`src/rtl/wb_port_seq.sv`:
```
// rtl/wb_port_seq.sv - writeback port sequencer feeding a single-write-port register file
// Serializes dual-destination writeback records (E then M) and publishes pending-write state.

module wb_port_seq #(
  parameter int                WORD_W = 32,
  parameter int                REG_W  = 4,
  parameter logic [REG_W-1:0]  RNONE  = 4'hf
) (
  input  logic              clk,
  input  logic              rst,
  input  logic              wb_valid,
  output logic              wb_ready,
  input  logic [REG_W-1:0]  wb_dstE,
  input  logic [WORD_W-1:0] wb_valE,
  input  logic [REG_W-1:0]  wb_dstM,
  input  logic [WORD_W-1:0] wb_valM,
  output logic              rf_we,
  output logic [REG_W-1:0]  rf_waddr,
  output logic [WORD_W-1:0] rf_wdata,
  output logic [15:0]       busy_mask,
  output logic [31:0]       retire_cnt
);

  typedef enum logic [1:0] {
    IDLE,
    WR_E,
    WR_LAST
  } state_t;

  state_t              r_state;
  logic                r_ready;
  logic                r_we;
  logic [REG_W-1:0]    r_waddr;
  logic [WORD_W-1:0]   r_wdata;
  logic [REG_W-1:0]    r_pend_addr;
  logic [WORD_W-1:0]   r_pend_data;
  logic [15:0]         r_busy;
  logic [31:0]         r_retire_cnt;

  logic w_accept;
  logic w_need_e;
  logic w_need_m;
  logic w_same;
  logic w_two;
  logic w_one;

  assign w_accept = wb_valid & r_ready;
  assign w_need_e = (wb_dstE != RNONE);
  assign w_need_m = (wb_dstM != RNONE);
  // popl %esp: both destinations name the same register, the loaded value wins
  assign w_same   = w_need_e & w_need_m & (wb_dstE == wb_dstM);
  assign w_two    = w_need_e & w_need_m & ~w_same;
  assign w_one    = (w_need_e | w_need_m) & ~w_two;

  always_ff @(posedge clk or negedge rst) begin
    if (!rst) begin
      r_state      <= IDLE;
      r_ready      <= 1'b0;
      r_we         <= 1'b0;
      r_waddr      <= RNONE;
      r_wdata      <= '0;
      r_pend_addr  <= RNONE;
      r_pend_data  <= '0;
      r_busy       <= '0;
      r_retire_cnt <= '0;
    end else begin
      if (w_accept) begin
        r_retire_cnt <= r_retire_cnt + 32'd1;
      end

      if (w_accept && w_two) begin
        r_state     <= WR_E;
        r_we        <= 1'b1;
        r_waddr     <= wb_dstE;
        r_wdata     <= wb_valE;
        r_pend_addr <= wb_dstM;
        r_pend_data <= wb_valM;
        r_busy      <= 16'd1 << wb_dstM;
        r_ready     <= 1'b0;
      end else if (w_accept && w_one) begin
        r_state <= WR_LAST;
        r_we    <= 1'b1;
        r_waddr <= w_need_m ? wb_dstM : wb_dstE;
        r_wdata <= w_need_m ? wb_valM : wb_valE;
        r_busy  <= '0;
        r_ready <= 1'b1;
      end else if (r_state == WR_E) begin
        r_state <= WR_LAST;
        r_we    <= 1'b1;
        r_waddr <= r_pend_addr;
        r_wdata <= r_pend_data;
        r_busy  <= '0;
        r_ready <= 1'b1;
      end else begin
        // no write this cycle; address/data hold their last values
        r_state <= IDLE;
        r_we    <= 1'b0;
        r_busy  <= '0;
        r_ready <= 1'b1;
      end
    end
  end

  assign wb_ready   = r_ready;
  assign rf_we      = r_we;
  assign rf_waddr   = r_waddr;
  assign rf_wdata   = r_wdata;
  assign busy_mask  = r_busy;
  assign retire_cnt = r_retire_cnt;

endmodule

```
`config.mk`:
```
export PLATFORM = sky130hd
export DESIGN_NAME = wb_port_seq
export DESIGN_NICKNAME = d
export VERILOG_FILES = /design/src/rtl/wb_port_seq.sv
export SDC_FILE = /design/constraint.sdc
export NUM_CORES = 1
export LEC_CHECK = 0
export CAP_MARGIN = 20
export CORE_UTILIZATION = 49
export DETAILED_ROUTE_END_ITERATION = 8
export PLACE_DENSITY = 0.87
export SYNTH_ARGS = -nofsm -noshare
export SYNTH_HDL_FRONTEND = slang
export SYNTH_SLANG_ARGS = --single-unit
export TNS_END_PERCENT = 100
```
`constraint.sdc`:
```
create_clock -name clk -period 2.4 [get_ports clk]
set_input_delay 0.48 -clock clk [delete_from_list [all_inputs] [get_ports clk]]
set_output_delay 0.48 -clock clk [all_outputs]
set_load 0.01 [all_outputs]
```
==> Word level (Yosys, flattened, before mapping) <==
Cells that the tools add are included.
Widths: inputs -> output; s select.
{ "word_totals": {"reg_bits": 124, "output_inout_bits": 86} }
{ "op_classes": {"add_sub_neg": 1, "n_eq_ne": 4, "shifts": 1, "n_mux": 16, "bitwise_logic": 8, "n_reduce_logical": 3} }
{ "op_table": {"columns": ["cell", "n"], "rows": [
  ["$mux 32", 4],
  ["$add 32x1->32 const B", 1],
  ["$mux 16", 1],
  ["$mux 4", 4],
  ["$shl 1x4->16 const A", 1],
  ["$ne 4x4->1 const B", 2],
  ["$mux 2", 3],
  ["$and 1x1->1", 5],
  ["$eq 4x4->1", 1],
  ["$mux 1", 4],
  ["$reduce_bool 3->1", 1],
  ["$eq 2x1->1 const B", 1],
  ["$logic_and 1x1->1", 2],
  ["$not 1->1", 2],
  ["$or 1x1->1", 1]
]} }

==> Longest topological paths before layout <==
Gate-level depths: netlist of run 1.
{ "logic_depth": {"word_depth": 10, "ltp_mapped": 9} }

==> Worst setup path after synthesis of run 1 <==
OpenSTA, ideal clock, no wires.
{ "synth_path": {"kind": "input to register", "startpoint": "input port wb_dstM[1]", "endpoint": "register r_pend_data[0]", "setup_time_ns": 0.125, "t_arrival_ns": 1.803, "slack_ns": 0.472, "cell_stages": 7, "path_cell_list": "buf_4 > xor2_1 > nor4_2 > or3_1 > buf_6 > buf_6 > mux2_4"} }
{ "synth_between": {"elab_chain_cells": 6, "word_cells_on_any_way": 7, "classes_between": "eq/ne (2); bitwise (4); reduce/logical (1)"} }
{ "synth_rtl": {"columns": ["item", "line_no", "source"], "rows": [
  ["start, declared", "15", "input logic [REG_W-1:0] wb_dstM,"],
  ["$ne 4x4->1", "49", "assign w_need_m = (wb_dstM != RNONE);"],
  ["$and 1x1->1", "51, 52", null],
  ["$and 1x1->1", "51", "assign w_same = w_need_e & w_need_m & (wb_dstE == wb_dstM);"],
  ["$not 1->1", "52", "assign w_two = w_need_e & w_need_m & ~w_same;"],
  ["$and 1x1->1 (*)", "52", null],
  ["$logic_and 1x1->1 (*)", "71", "if (w_accept && w_two) begin"],
  ["end signal, assigned", "77", "r_pend_data <= wb_valM;"],
  ["end, declared", "36", "logic [WORD_W-1:0] r_pend_data;"]
]} }
Mark *: on every way between the ends. The rest lies on a longest branch, timed or not.
A chain may end at the register's enable or synchronous reset.

==> Worst setup path in the final report of run 1 <==
{ "layout_path": {"startpoint": "input port wb_dstE[0]", "endpoint": "register r_pend_data[22]"} }
{ "layout_between": {"elab_chain_cells": 6, "word_cells_on_any_way": 7, "classes_between": "eq/ne (2); bitwise (4); reduce/logical (1)"} }
{ "layout_rtl": {"columns": ["item", "line_no", "source"], "rows": [
  ["start, declared", "13", "input logic [REG_W-1:0] wb_dstE,"],
  ["$ne 4x4->1", "48", "assign w_need_e = (wb_dstE != RNONE);"],
  ["$and 1x1->1", "51, 52", null],
  ["$and 1x1->1", "51", null],
  ["$not 1->1", "52", null],
  ["$and 1x1->1 (*)", "52", null],
  ["$logic_and 1x1->1 (*)", "71", null]
]} }
Marked as above.

==> results of run 1 <==
area by class of cell:
cell class	count	area (µm²)
fill	736	3040
timing repair buffer	200	2030
tap	143	179
clock buffer	21	470
sequential	124	3110
multi-input combinational	300	2610
inverter	9	36.3
clock inverter	11	140
timing repair:
action,4_1_cts,5_1_grt
setup endpoints to repair,0,0
hold buffers,1,0
buffers inserted,0,0
endpoints found under the hold margin,15,0
registers in the layout, indices dropped and copies added, names as in the netlist:
register and cells:
r_pend_data 32, retire_cnt 32, rf_wdata 32, busy_mask 16, r_pend_addr 4, rf_waddr 4, r_state 2, rf_we 1
wb_ready 1
power by group through the flow:
| stage | Combinational, mW | Sequential (mW) | Clock [mW] |
|---|---|---|---|
| finish | 1.80 | 2.78 | 2.64 |
| floorplan | 0.771 | 2.84 | 0 |
| CTS | 1.81 | 2.78 | 2.66 |
| detailed placement | 1.79 | 2.78 | 0 |
| global placement | 1.73 | 2.78 | 0 |
| global route | 1.92 | 2.82 | 2.76 |
how the worst max path moves through the flow:
| stage | from | endpoint | slack (ns) | cells after the start |
|---|---|---|---|---|
| floorplan | wb_dstM[1] | r_pend_data[0] | 0.47 | 7 |
| global placement | wb_dstE[0] | r_pend_data[9] | -0.14 | 6 |
| detailed placement | wb_dstE[0] | r_pend_data[13] | -0.17 | 6 |
| CTS | wb_dstE[0] | r_pend_data[8] | 0.20 | 6 |
| global route | wb_dstE[0] | r_pend_data[13] | 0.15 | 6 |
| finish | wb_dstE[0] | r_pend_data[22] | 0.21 | 6 |
critical path, delay by kind of cell:
| family | cells | cell delay (ns) |
|---|---|---|
| multiplexers | 1 | 0.32 |
| buffers and inverters | 2 | 0.76 |
| AND/OR/NAND/NOR | 2 | 0.66 |
| XOR/XNOR | 1 | 0.23 |
metrics by stage:
stage	TNS (ns)	setup slack, ns	cells	util (%)
finish	0	0.210	808	73.8
global route	0	0.152	808	73.8
CTS	0	0.203	808	73.8
detailed placement	-11.34	-0.171	775	68.5
global placement	-8.89	-0.142	775	68.5
floorplan	0	0.472	460	-
routing by layer:
layer,track usage (%),up-vias
li1,-,2034
met1,31.7,2236
met2,46.0,198
met3,6.86,19
met4,7.11,0
met5,0,-
cell families (layout without fill, tap and decap cells):
family                     after synthesis  after routing  synth area share (%)
buffers and inverters                   36            241                  3.86
and+or+nand+nor                         79             79                  8.31
DFF                                    124            124                  52.4
muxes                                  105            105                  21.4
other                                    1              1                0.0632
AOI/OAI and AO/OA                       79             79                  8.52
xor gates and xnor gates                35             35                  5.16
adders and majority gates                1              1                 0.211
synth_stat cells, types with 2 or more instances:
master and count:
a22oi_1 36, and2_1 3, and3_1 5, and4_1 3, buf_2 4, buf_4 11, buf_6 6, clkbuf_1 5
dfrtp_1 116, dfstp_2 8, inv_1 8, mux2_2 33, mux2_4 36, mux2i_1 36, nand2_1 20, nand3_1 11
nand3_4 3, nand4_1 6, nor2_1 14, nor3_1 2, nor3_2 3, nor4_2 2, o21ai_1 37, o31a_1 4
or3_1 3, xnor2_1 25, xor2_1 10
==> results.yml, run 1 <==
outcome:
  outcome: "finished, violations left"
  failed_checks: "design-rule violations"
clocking:
  ctsResizeCount: 0
  clockBufferDepth: 2
  cts_buffers: 17
  cts-htree-levels: 4
  cts.sinks: 124
  clk_pin_slew_worst_paths_ns: 0.06
  cts_tree: "done"
  insertion_delay_ns: 0.41
  root_buffer: "clkbuf_16"
power_and_ir_drop:
  p_leak_nw: 3.97
  ir_drop_mv: 0.474
  p_clk_share_pct: 36.6
  comb_power_share_pct: 24.9
  seqPwrFrac_pct: 38.5
  power.switching_mw: 1.95
  swShare_pct: 27.1
  internal-power_mw: 5.26
  power_density_nw_per_um2: 842
  power_mw: 7.22
route:
  wl_met2_mm: 8.09
  met3WireLength_um: 999
  final_antenna_net_count: 0
  firstDrtPassIters: 9
  first_iter_violations: 329
  vias: 4487
  post-route-drc-count: 12
  via_per_inst: 5.55
  post_drt_wl_per_cell_um: 19.3
  drt_wl_total_mm: 15.6
  wl_met1_mm: 6.34
  highest_layer: "met4"
global_route:
  grt_max_degree: 60
  grt_overflow: 0
  grt_use_total_pct: 26.1
  grt_pass1_vias: 4873
  grt_pass1_wl_mm: 25.3
  antenna_found_initial: 0
timing:
  rsz0062_at_grt: "false"
  setup_viol: 0
  period_share_pct: 91.2
  finalHoldViolCount: 0
  slew_violations: 0
  fin_skew_ns: 0.00996
  period_needed_ns: 2.19
  fmax_mhz: 457
  whs_ns: 0.491
logic_synthesis:
  yosys.area.top_type_share_pct: 48.9
  synth_area_leader_cell: "dfrtp_1"
  synth.area.top_cells: "dfrtp_1 49%, mux2_4 9.1%, mux2_2 6.3%"
  syn_inst: 460
  ys_warn_count: 0
  syn_area_per_cell_um2: 12.9
  synth_edf_count: 0
  yosysSeqAreaShare_pct: 52.4
  synth_nets: 536
  async_reset_ff_share_pct: 100
  synth_ff_type: "dfrtp_1"
  synth_area_um2: 5940
  synth_cell_type_count: 37
  ys_ff_latch: 124
floorplan:
  die_w_um: 112
  die_h_um: 112
  initial_core_util_pct: 51.1
  coreArea_um2: 11600
  rows: 39
  die-area_um2: 12600
  io_pins: 161
final_layout:
  final_common_cell: "clkdlybuf4s50_1"
  drive_gt1_share_pct: 24.4
  design_area_um2: 8570
  final_cell_mix: "159 x clkdlybuf4s50_1, 116 x dfrtp_1, 37 x o21ai_1"
  antenna_cells: 0
  syn2layout_area_growth_pct: 44.4
  nets: 728
setup_path:
  r2r_slack_ns: 0.37
  worstPathMaxFanout: 26
  worstPathCellList: "clkdlybuf4s50_1 > xor2_1 > nor4_2 > or3_2 > buf_12 > mux2_4"
  start_kind: "input port"
  rr_startpoint: "retire_cnt[0]"
  worstPathRequired_ns: 2.70
  crit_path_end_kind: "flop"
  critPathMaxStageDelay_ns: 0.57
  worstPathArrival_ns: 2.49
  ff2ff_path_depth: 7
  crit_slowest_cell: "or3_2"
  crit_type: "input port to flop"
  r2r-end: "retire_cnt[28]"
place:
  dp_hpwl_mm: 10.7
  io_buffers: 160
  placed_area_um2: 7950
  place.gp.congestion: 0.829
worst_hold_path:
  hold_class: "input port to async pin"
run:
  maxCapViolCount: 0
No activity file was read; power rests on OpenSTA's default activity.
==> run 2: changes to the inputs <==
TNS_END_PERCENT = 1   (was 100)
==> results of run 2 <==
No change in the layout: final DEF, timing and power equal those of run 1.
